==> src/rtl/vga_draw_sched.sv <==
// rtl/vga_draw_sched.sv - block-drawing scheduler feeding the VGA adapter plot port
//
// Purpose:
//   Arbitrates pointer and piece draw requests, then walks a BLK x BLK pixel
//   square per grant and emits one registered pixel per cycle. A pointer move
//   first erases the square at the previously drawn pointer column.
//
// Ports:
//   clk, resetn        clock; synchronous active-low reset
//   i_ptr_req          level request to (re)draw the pointer, held until o_ptr_ack
//   i_ptr_col          target pointer column
//   i_ptr_player       pointer colour select (0 red, 1 yellow)
//   i_piece_req        level request to draw a piece, held until o_piece_ack
//   i_piece_col        piece column
//   i_piece_row        piece row (0 = top)
//   i_piece_player     piece colour select
//   o_ptr_ack          one-cycle grant pulse for the pointer
//   o_piece_ack        one-cycle grant pulse for the piece
//   o_busy             high whenever a job is in progress
//   o_done             one-cycle pulse when a granted job completes
//   o_x, o_y           pixel coordinates
//   o_colour           pixel colour (RGB)
//   o_plot             pixel write enable
module vga_draw_sched #(
  parameter int unsigned BLK   = 4,
  parameter int unsigned COLS  = 7,
  parameter int unsigned ROWS  = 6,
  parameter logic [7:0]  X_ORG = 8'd40,
  parameter logic [6:0]  Y_ORG = 7'd20
) (
  input  logic       clk,
  input  logic       resetn,
  input  logic       i_ptr_req,
  input  logic [2:0] i_ptr_col,
  input  logic       i_ptr_player,
  input  logic       i_piece_req,
  input  logic [2:0] i_piece_col,
  input  logic [2:0] i_piece_row,
  input  logic       i_piece_player,
  output logic       o_ptr_ack,
  output logic       o_piece_ack,
  output logic       o_busy,
  output logic       o_done,
  output logic [7:0] o_x,
  output logic [6:0] o_y,
  output logic [2:0] o_colour,
  output logic       o_plot
);

  localparam int unsigned LW = $clog2(BLK);
  localparam int unsigned CW = 2 * LW;
  localparam logic [CW-1:0] LAST = CW'(BLK * BLK - 1);
  localparam logic [3:0] COLS_W = 4'(COLS);
  localparam logic [3:0] ROWS_W = 4'(ROWS);

  typedef enum logic [2:0] {
    S_IDLE,
    S_ERASE_PTR,
    S_DRAW_PTR,
    S_DRAW_PIECE,
    S_FIN
  } state_t;

  state_t        r_state;
  logic [CW-1:0] r_cnt;
  logic [2:0]    r_col;
  logic [2:0]    r_row;
  logic          r_player;
  logic [2:0]    r_old_col;
  logic          r_valid;
  logic [7:0]    r_x;
  logic [6:0]    r_y;
  logic [2:0]    r_colour;
  logic          r_plot;

  state_t        w_nxt_state;
  logic [CW-1:0] w_nxt_cnt;
  logic [2:0]    w_nxt_col;
  logic [2:0]    w_nxt_row;
  logic          w_nxt_player;
  logic [2:0]    w_nxt_old_col;
  logic          w_nxt_valid;
  logic          w_ptr_ack;
  logic          w_piece_ack;
  logic          w_piece_oor;
  logic          w_ptr_oor;

  logic [2:0]    w_pix_col;
  logic [6:0]    w_row1;
  logic [6:0]    w_base_y;
  logic [7:0]    w_pix_x;
  logic [6:0]    w_pix_y;
  logic [2:0]    w_pix_colour;
  logic          w_pix_plot;

  assign w_piece_oor = ({1'b0, i_piece_col} >= COLS_W) || ({1'b0, i_piece_row} >= ROWS_W);
  assign w_ptr_oor   = ({1'b0, i_ptr_col} >= COLS_W);

  // Next-state, request arbitration and job bookkeeping
  always_comb begin
    w_nxt_state   = r_state;
    w_nxt_cnt     = r_cnt;
    w_nxt_col     = r_col;
    w_nxt_row     = r_row;
    w_nxt_player  = r_player;
    w_nxt_old_col = r_old_col;
    w_nxt_valid   = r_valid;
    w_ptr_ack     = 1'b0;
    w_piece_ack   = 1'b0;
    case (r_state)
      S_IDLE: begin
        if (i_piece_req) begin
          w_piece_ack  = 1'b1;
          w_nxt_col    = i_piece_col;
          w_nxt_row    = i_piece_row;
          w_nxt_player = i_piece_player;
          w_nxt_cnt    = '0;
          w_nxt_state  = w_piece_oor ? S_FIN : S_DRAW_PIECE;
        end else if (i_ptr_req) begin
          w_ptr_ack    = 1'b1;
          w_nxt_col    = i_ptr_col;
          w_nxt_player = i_ptr_player;
          w_nxt_cnt    = '0;
          if (w_ptr_oor)    w_nxt_state = S_FIN;
          else if (r_valid) w_nxt_state = S_ERASE_PTR;
          else              w_nxt_state = S_DRAW_PTR;
        end
      end
      S_ERASE_PTR: begin
        if (r_cnt == LAST) begin
          w_nxt_state = S_DRAW_PTR;
          w_nxt_cnt   = '0;
        end else begin
          w_nxt_cnt = r_cnt + CW'(1);
        end
      end
      S_DRAW_PTR: begin
        if (r_cnt == LAST) begin
          w_nxt_state   = S_FIN;
          w_nxt_cnt     = '0;
          // The square now on screen is what the next move must erase
          w_nxt_old_col = r_col;
          w_nxt_valid   = 1'b1;
        end else begin
          w_nxt_cnt = r_cnt + CW'(1);
        end
      end
      S_DRAW_PIECE: begin
        if (r_cnt == LAST) begin
          w_nxt_state = S_FIN;
          w_nxt_cnt   = '0;
        end else begin
          w_nxt_cnt = r_cnt + CW'(1);
        end
      end
      S_FIN: begin
        w_nxt_state = S_IDLE;
      end
      default: begin
        w_nxt_state = S_IDLE;
      end
    endcase
  end

  // Pixel generation looks at the next state/counter so the registered
  // outputs line up with the phase the FSM is in; first plot follows ack.
  always_comb begin
    w_pix_col    = (w_nxt_state == S_ERASE_PTR) ? w_nxt_old_col : w_nxt_col;
    w_row1       = {4'd0, w_nxt_row} + 7'd1;
    w_base_y     = (w_nxt_state == S_DRAW_PIECE) ? (Y_ORG + (w_row1 << LW)) : Y_ORG;
    w_pix_x      = X_ORG + ({5'd0, w_pix_col} << LW) + {{(8-LW){1'b0}}, w_nxt_cnt[LW-1:0]};
    w_pix_y      = w_base_y + {{(7-LW){1'b0}}, w_nxt_cnt[CW-1:LW]};
    w_pix_colour = (w_nxt_state == S_ERASE_PTR) ? 3'b000 :
                   (w_nxt_player ? 3'b110 : 3'b100);
    w_pix_plot   = (w_nxt_state == S_ERASE_PTR) || (w_nxt_state == S_DRAW_PTR) ||
                   (w_nxt_state == S_DRAW_PIECE);
  end

  always_ff @(posedge clk) begin
    if (!resetn) begin
      r_state   <= S_IDLE;
      r_cnt     <= '0;
      r_col     <= '0;
      r_row     <= '0;
      r_player  <= 1'b0;
      r_old_col <= '0;
      r_valid   <= 1'b0;
      r_x       <= '0;
      r_y       <= '0;
      r_colour  <= '0;
      r_plot    <= 1'b0;
    end else begin
      r_state   <= w_nxt_state;
      r_cnt     <= w_nxt_cnt;
      r_col     <= w_nxt_col;
      r_row     <= w_nxt_row;
      r_player  <= w_nxt_player;
      r_old_col <= w_nxt_old_col;
      r_valid   <= w_nxt_valid;
      r_plot    <= w_pix_plot;
      if (w_pix_plot) begin
        r_x      <= w_pix_x;
        r_y      <= w_pix_y;
        r_colour <= w_pix_colour;
      end
    end
  end

  // Acks are combinational so they pulse in the cycle the request is sampled;
  // masked while reset is held so nothing is granted that will not be served.
  assign o_ptr_ack   = w_ptr_ack & resetn;
  assign o_piece_ack = w_piece_ack & resetn;
  assign o_busy      = (r_state != S_IDLE);
  assign o_done      = (r_state == S_FIN);
  assign o_x         = r_x;
  assign o_y         = r_y;
  assign o_colour    = r_colour;
  assign o_plot      = r_plot;

endmodule

==> config.mk <==
export PLATFORM = sky130hd
export DESIGN_NAME = vga_draw_sched
export DESIGN_NICKNAME = d
export VERILOG_FILES = /design/src/rtl/vga_draw_sched.sv
export SDC_FILE = /design/constraint.sdc
export NUM_CORES = 1
export LEC_CHECK = 0
export CORE_MARGIN = 3
export CORE_UTILIZATION = 44
export CTS_CLUSTER_DIAMETER = 120
export DETAILED_ROUTE_END_ITERATION = 12
export PLACE_DENSITY = 0.73
export SYNTH_ARGS = -nofsm -noshare
export SYNTH_HDL_FRONTEND = slang
export SYNTH_SLANG_ARGS = --single-unit
==> constraint.sdc <==
create_clock -name clk -period 2.7 [get_ports clk]
set_input_delay 0.54 -clock clk [delete_from_list [all_inputs] [get_ports clk]]
set_output_delay 0.54 -clock clk [all_outputs]
set_load 0.1 [all_outputs]
==> out/metrics.sh, run 1 <==
HTREE_NUM_LEVELS=2
INITIALDRTVIOLATIONCOUNT=80
PLACEDINSTANCEAREA_UM2=2190
YOSYSWARNINGS=0
POWER_DENSITY_nW_PER_UM2=814
CRITPATHKIND='in2out'
SYNTH_CELL_TYPE_COUNT=53
INTERNAL-POWER_uW=1010
AVG_WL_PER_CELL_UM=14.5
SWITCHINGPOWER_uW=847
NUMCTSBUFFERS=5
REG2REG_SETUP_SLACK_PS=340
DIEAREA_UM2=4840
HOLD_WS_PS=468
SETUP_VIOL=0
FIRSTDRTPASSITERS=4
SYNTH_ENABLE_FLOP_CELLS=0
SLEW_HEADROOM_PCT=62.7
FINISH.INSTANCE_AREA_UM2=2280
CLKLATENCYLATEPIN_PS=280
YOSYSSEQAREASHARE_PCT=39.4
FINALMAXSLEWVIOLATIONS=0
MAX_FREQ_MHz=410
FIRST_PASS_GRT_WIRE_LENGTH_UM=7050
CRIT_PATH_MAX_FANOUT=4
HPWLAFTERDP_UM=3110
CRITPATHREQUIREDTIME_PS=2160
POSTROUTEWIRELENGTH_UM=4220
CLOCKPOWERSHARE_PCT=19.8
SYNTH_SEQ_CELLS=35
DIE_W_UM=69.6
P_SEQ_SHARE_PCT=33.7
SWITCHING_SHARE_PCT=45.7
GRT_PASS1_VIAS=1473
GRT_ANTENNA_BEFORE_REPAIR=0
CLOCK-ROOT-BUFFER='sky130_fd_sc_hd__clkbuf_8'
FINAL_GP_CONGESTION=0.872
MAXIMUM_NUMBER_OF_PINS_ON_ONE_NET_BEFORE_GLOBAL_ROUTE_REPAIR=27
COMB_POWER_SHARE_PCT=46.5
SYNTHTOLAYOUTAREAGROWTH_PCT=28.0
HOLD_CLASS='reg2reg'
ROUTE.ANTENNA.REMAINING_NETS=0
FINAL.FILL_COUNT=332
SYNTH_TOP_FLOP_CELL='sky130_fd_sc_hd__dfxtp_1'
ROUTED-VIA-COUNT=1616
DRCVIOLATIONCOUNT=0
FIN_SKEW_PS=9.04
LEAKAGE_uW=0.000977
ROWS=22
DETAILED_ROUTE_VIAS_PER_INSTANCE=5.55
CTS.CLK_SLEW.WORST_PATHS_PS=70
CLOCK_PATH_BUFFERS=2
DIODES=0
CLOCK_SINK_COUNT=35
GRT_SETUP_UNREPAIRED='no'
IO_PINS=38
WORSTMARGINPINSLEW_PS=556
TRITONCTS='done'
POST_CTS_RESIZED=0
OUTCOME='completed'
SYN_AREA_PER_CELL_UM2=9.08
FINALHOLDVIOLATIONS=0
WORST_SETUP_PATH_END_KIND='output port'
LAYOUT_MIN_CYCLE_TIME_PS=2440
MAX-CAP-VIOLATIONS=0
IR_WORST_VDD_V=0.000483
PLACEABLECOREAREA_UM2=3770
WORST-ENDPOINT-ARRIVAL_PS=1900
GRT_OVERFLOW_TOTAL=0
MIN_PERIOD_OVER_PERIOD_PCT=90.3
POSTCTSHOLDBUFS=0
SYNTHESIS.AREA_UM2=1780
FIN_SETUP_TNS_PS=0
DIEHEIGHT_UM=69.6
INITIAL_CORE_UTIL_PCT=47.2
SEQCELLAREA_UM2=701
PLACEMENT.IO_BUFFERS=35
POSTSYNTHCELLCOUNT=196
MULTI_INPUT_AREA_UM2=958
TOT_GR_TRACK_USE_PCT=18.1
ASYNC_FLOP_SHARE_PCT=0
DRIVE_GT1_SHARE_PCT=24.7
REPORT.POWER.TOTAL_uW=1850
FIN_NETS=262
POST_CTS.REPAIR.SETUP_BUFFERS=0
WORST_SETUP_PATH_START_KIND='input pin'
## critical path, stage by stage
cell and delay, ps:
sky130_fd_sc_hd__clkdlybuf4s50_1 510, sky130_fd_sc_hd__nor4b_4 330, sky130_fd_sc_hd__buf_4 190, sky130_fd_sc_hd__and2_2 160
sky130_fd_sc_hd__buf_12 170
## power groups by stage
stage,sequential (uW),clock (uW),combinational [uW]
finish,626,367,862
global placement,636,0,857
detailed placement,636,0,861
CTS,625,375,865
global route,635,404,909
floorplan,936,0,368
## area by class of cell
| type | instances | area share, % |
|---|---|---|
| multi-input cells | 141 | 42.1 |
| flip-flops and latches | 35 | 30.8 |
| repair buffers | 51 | 19.5 |
| clock buffers | 6 | 3.19 |
| well taps | 48 | 2.64 |
| inverters | 8 | 1.32 |
| clock inverters | 2 | 0.549 |
## placed cells by master, fill, tap and decap left out, types with 2 or more instances in the layout
master,instances
sky130_fd_sc_hd__nand2_1,7
sky130_fd_sc_hd__o22a_1,4
sky130_fd_sc_hd__a211oi_1,2
sky130_fd_sc_hd__clkbuf_8,5
sky130_fd_sc_hd__o221a_2,2
sky130_fd_sc_hd__a211oi_2,2
sky130_fd_sc_hd__ha_1,5
sky130_fd_sc_hd__a21oi_1,15
sky130_fd_sc_hd__inv_1,5
sky130_fd_sc_hd__mux2i_1,6
sky130_fd_sc_hd__nand3b_1,4
sky130_fd_sc_hd__a31oi_1,6
sky130_fd_sc_hd__a21o_1,2
sky130_fd_sc_hd__clkdlybuf4s50_1,14
sky130_fd_sc_hd__and2_1,3
sky130_fd_sc_hd__a22oi_1,2
sky130_fd_sc_hd__o21ai_0,7
sky130_fd_sc_hd__buf_12,2
sky130_fd_sc_hd__inv_2,2
sky130_fd_sc_hd__nand3_1,14
sky130_fd_sc_hd__a32oi_1,2
sky130_fd_sc_hd__nor3_1,4
sky130_fd_sc_hd__buf_4,35
sky130_fd_sc_hd__conb_1,2
sky130_fd_sc_hd__nor2_1,25
sky130_fd_sc_hd__dfxtp_1,35
## final timing paths
path | from | to | depth (start not counted)
hold reg to reg | o_x[6] | o_x[6] | 2
hold / removal | o_x[6] | o_x[6] | 2
setup reg to reg | r_state[0] | o_x[4] | 8
setup / recovery | i_piece_req | o_piece_ack | 5
## Yosys cell counts, types with 2 or more instances
cell / n / area share [%]
sky130_fd_sc_hd__dfxtp_1: 35 / 39
sky130_fd_sc_hd__nor2_1: 25 / 5.3
sky130_fd_sc_hd__a21oi_1: 15 / 4.2
sky130_fd_sc_hd__nand3_1: 14 / 3.9
sky130_fd_sc_hd__nand2_1: 7 / 1.5
sky130_fd_sc_hd__o21ai_0: 7 / 2.0
sky130_fd_sc_hd__a31oi_1: 6 / 2.1
sky130_fd_sc_hd__mux2i_1: 6 / 3.4
sky130_fd_sc_hd__ha_1: 5 / 3.5
sky130_fd_sc_hd__inv_1: 5 / 1.1
sky130_fd_sc_hd__nor3_1: 5 / 1.4
sky130_fd_sc_hd__buf_4: 4 / 1.7
sky130_fd_sc_hd__buf_6: 4 / 2.5
sky130_fd_sc_hd__clkbuf_1: 4 / 0.84
sky130_fd_sc_hd__nand3b_1: 4 / 1.7
sky130_fd_sc_hd__o22a_1: 4 / 2.0
sky130_fd_sc_hd__and2_1: 3 / 1.1
sky130_fd_sc_hd__a211oi_1: 2 / 0.84
sky130_fd_sc_hd__a211oi_2: 2 / 1.4
sky130_fd_sc_hd__a21o_1: 2 / 0.84
sky130_fd_sc_hd__a22oi_1: 2 / 0.84
sky130_fd_sc_hd__a32oi_1: 2 / 0.98
sky130_fd_sc_hd__inv_2: 2 / 0.42
sky130_fd_sc_hd__o221a_2: 2 / 1.3
## registers in the layout, indices dropped and copies added, names as in the netlist
register   flops
r_old_col      3
r_cnt          4
r_player       1
r_col          3
r_row          3
r_state        3
r_valid        1
o_plot         1
o_colour       2
o_x            7
o_y            7
## routing by layer
layer	vias up	global-route usage [%]	part of all wire [%]
li1	802	-	-
met1	759	24.3	48
met2	50	28.5	45
met3	5	4.78	5.6
met4	0	5.21	0.93
met5	-	0	0
## per-stage QoR
step | setup WS, ps | cells | util, %
4_1_cts | 254 | 291 | 60.4
2_1_floorplan | 200 | 197 | -
3_5_place_dp | 8.88 | 283 | 58.1
3_3_place_gp | 83.3 | 283 | 58.1
6_report | 262 | 291 | 60.4
5_1_grt | 59.3 | 291 | 60.4
## kinds of logic after synthesis
| logic type | count (synthesis) | share of synthesized area (%) |
|---|---|---|
| and+or+nand+nor | 66 | 19.1 |
| AOI/OAI and AO/OA | 58 | 24.4 |
| DFF | 35 | 39.4 |
| buffers and inverters | 21 | 7.59 |
| muxes | 8 | 4.85 |
| adders and majority gates | 5 | 3.52 |
| xor gates and xnor gates | 2 | 0.985 |
| other | 1 | 0.211 |
(Power assumes the default switching activity.)
==> run 2, diff against run 1 <==
- CORE_UTILIZATION: 44 -> 39
- PLACE_DENSITY: 0.73 -> 0.66
- clock period: 2.7 -> 3 ns (I/O delays scaled with it)
==> out/metrics.sh, run 2 (synthesized netlist as in run 1, its figures left out) <==
SWITCHINGPOWER_uW=759
FIN_NETS=257
PLACEMENT.IO_BUFFERS=35
GRT_OVERFLOW_TOTAL=0
SETUP_SLACK_PS=359
MAX-CAP-VIOLATIONS=0
PLACEMENT_STAGE_WORST_SETUP_SLACK_PS=216
REPORT.POWER.TOTAL_uW=1650
MAX_FREQ_MHz=379
INTERNAL-POWER_uW=895
WORST_SETUP_PATH_END_KIND='output port'
ROUTED-VIA-COUNT=1582
LAYOUTNONFILLERINSTCOUNT=288
PLACEABLECOREAREA_UM2=4200
MOSTFREQUENTLAYOUTCELLS='sky130_fd_sc_hd__dfxtp_1 (35), sky130_fd_sc_hd__buf_4 (30), sky130_fd_sc_hd__nor2_1 (25), sky130_fd_sc_hd__a21oi_1 (15)'
DRCVIOLATIONCOUNT=0
R2R_CELLS=7
WORST_SETUP_PATH_START_KIND='input pin'
CLOCKPOWERSHARE_PCT=19.8
HOLD_CLASS='reg2reg'
CRIT_PATH_MAX_FANOUT=5
TOT_GR_TRACK_USE_PCT=17.2
DIE_W_UM=73.5
SETUP_VIOL=0
FINALHOLDVIOLATIONS=0
WORSTMARGINPINSLEW_PS=541
DIODES=0
INITIAL_CORE_UTIL_PCT=42.3
NUMCTSBUFFERS=5
SYNTHTOLAYOUTAREAGROWTH_PCT=25.9
FIN_SETUP_TNS_PS=0
LAYOUT_COMMONEST_CELL='sky130_fd_sc_hd__dfxtp_1'
HPWLAFTERDP_UM=3210
POWER_DENSITY_nW_PER_UM2=738
DRIVE_GT1_SHARE_PCT=23.5
ROWS=23
AVG_WL_PER_CELL_UM=14.6
POSTROUTEWIRELENGTH_UM=4190
COMB_POWER_SHARE_PCT=46.0
HOLD_DEPTH=2
FIN_SKEW_PS=5.22
CLOCK_SINK_COUNT=35
GRT_SETUP_UNREPAIRED='no'
CLOCK-ROOT-BUFFER='sky130_fd_sc_hd__clkbuf_8'
CRITPATHREQUIREDTIME_PS=2400
TRITONCTS='done'
LAYOUT_MIN_CYCLE_TIME_PS=2640
GRT_PASS1_VIAS=1499
OUTCOME='completed'
FINAL_GP_CONGESTION=0.851
WORST-ENDPOINT-ARRIVAL_PS=2040
REG2REG_SETUP_SLACK_PS=670
LEAKAGE_uW=0.000959
CLOCK_PATH_BUFFERS=2
GRT_ANTENNA_BEFORE_REPAIR=0
POST_CTS.REPAIR.SETUP_BUFFERS=0
DETAILED_ROUTE_VIAS_PER_INSTANCE=5.49
MAXIMUM_NUMBER_OF_PINS_ON_ONE_NET_BEFORE_GLOBAL_ROUTE_REPAIR=27
CLKLATENCYLATEPIN_PS=290
CTS.CLK_SLEW.WORST_PATHS_PS=70
DIEAREA_UM2=5410
HTREE_NUM_LEVELS=2
FINALMAXSLEWVIOLATIONS=0
POSTCTSHOLDBUFS=0
IR_WORST_VDD_V=0.000422
FIRSTDRTPASSITERS=4
MIN_PERIOD_OVER_PERIOD_PCT=88.0
ROUTE.ANTENNA.REMAINING_NETS=0
CRITPATHKIND='in2out'
PLACED_CELLS_INCL_TAPS=280
IO_PINS=38
FIRST_PASS_GRT_WIRE_LENGTH_UM=7110
POST_CTS_RESIZED=0
SLEW_HEADROOM_PCT=63.8
DIEHEIGHT_UM=73.5
HOLD_WS_PS=463
P_SEQ_SHARE_PCT=34.2
INITIALDRTVIOLATIONCOUNT=119
SWITCHING_SHARE_PCT=45.9
-- run 2: through the flow --
step                      utilization [%]  instance area (um2)
final                                53.3                 2240
after floorplan                         -                 1790
after global placement               51.3                 2160
after CTS                            53.3                 2240
after global routing                 53.3                 2240
after detailed placement             51.3                 2160
-- run 2: final timing paths --
path	endpoint	startpoint
setup reg to reg	o_x[4]	r_state[2]
hold / removal	o_colour[1]	o_colour[1]
hold reg to reg	o_colour[1]	o_colour[1]
setup / recovery	o_piece_ack	i_piece_req
-- run 2: power by group through the flow --
stage,Clock [uW],Combinational (uW),Sequential [uW]
floorplan,0,331,842
global placement,0,760,576
detailed placement,0,764,576
CTS,340,765,566
global route,360,810,575
finish,328,760,565
-- run 2: cell type report --
cell class                      instances  area (um2)
Fill cell                             419        1960
Multi-Input combinational cell        141         958
Sequential cell                        35         701
Timing Repair Buffer                   46         405
Clock buffer                            5        68.8
Tap cell                               50        62.6
Inverter                                8        30.0
Clock inverter                          3        15.0
-- run 2: layer usage --
metal  vias to the layer above  GRT usage (%)  wire length (um)
li1                        795              -                 -
met1                       735           23.0              1970
met2                        47           26.3              1830
met3                         5           4.51               331
met4                         0           7.24                63
met5                         -              0                 0
-- run 2: critical path, cell delays in order --
cell	delay (ps)
sky130_fd_sc_hd__clkdlybuf4s50_1	520
sky130_fd_sc_hd__nor4b_4	360
sky130_fd_sc_hd__buf_4	220
sky130_fd_sc_hd__and2_2	170
sky130_fd_sc_hd__buf_12	170
==> run 3, diff against run 2 <==
- CTS_CLUSTER_DIAMETER: 120 -> default
==> results of run 3 <==
No change in the layout: final DEF, timing and power equal those of run 2.
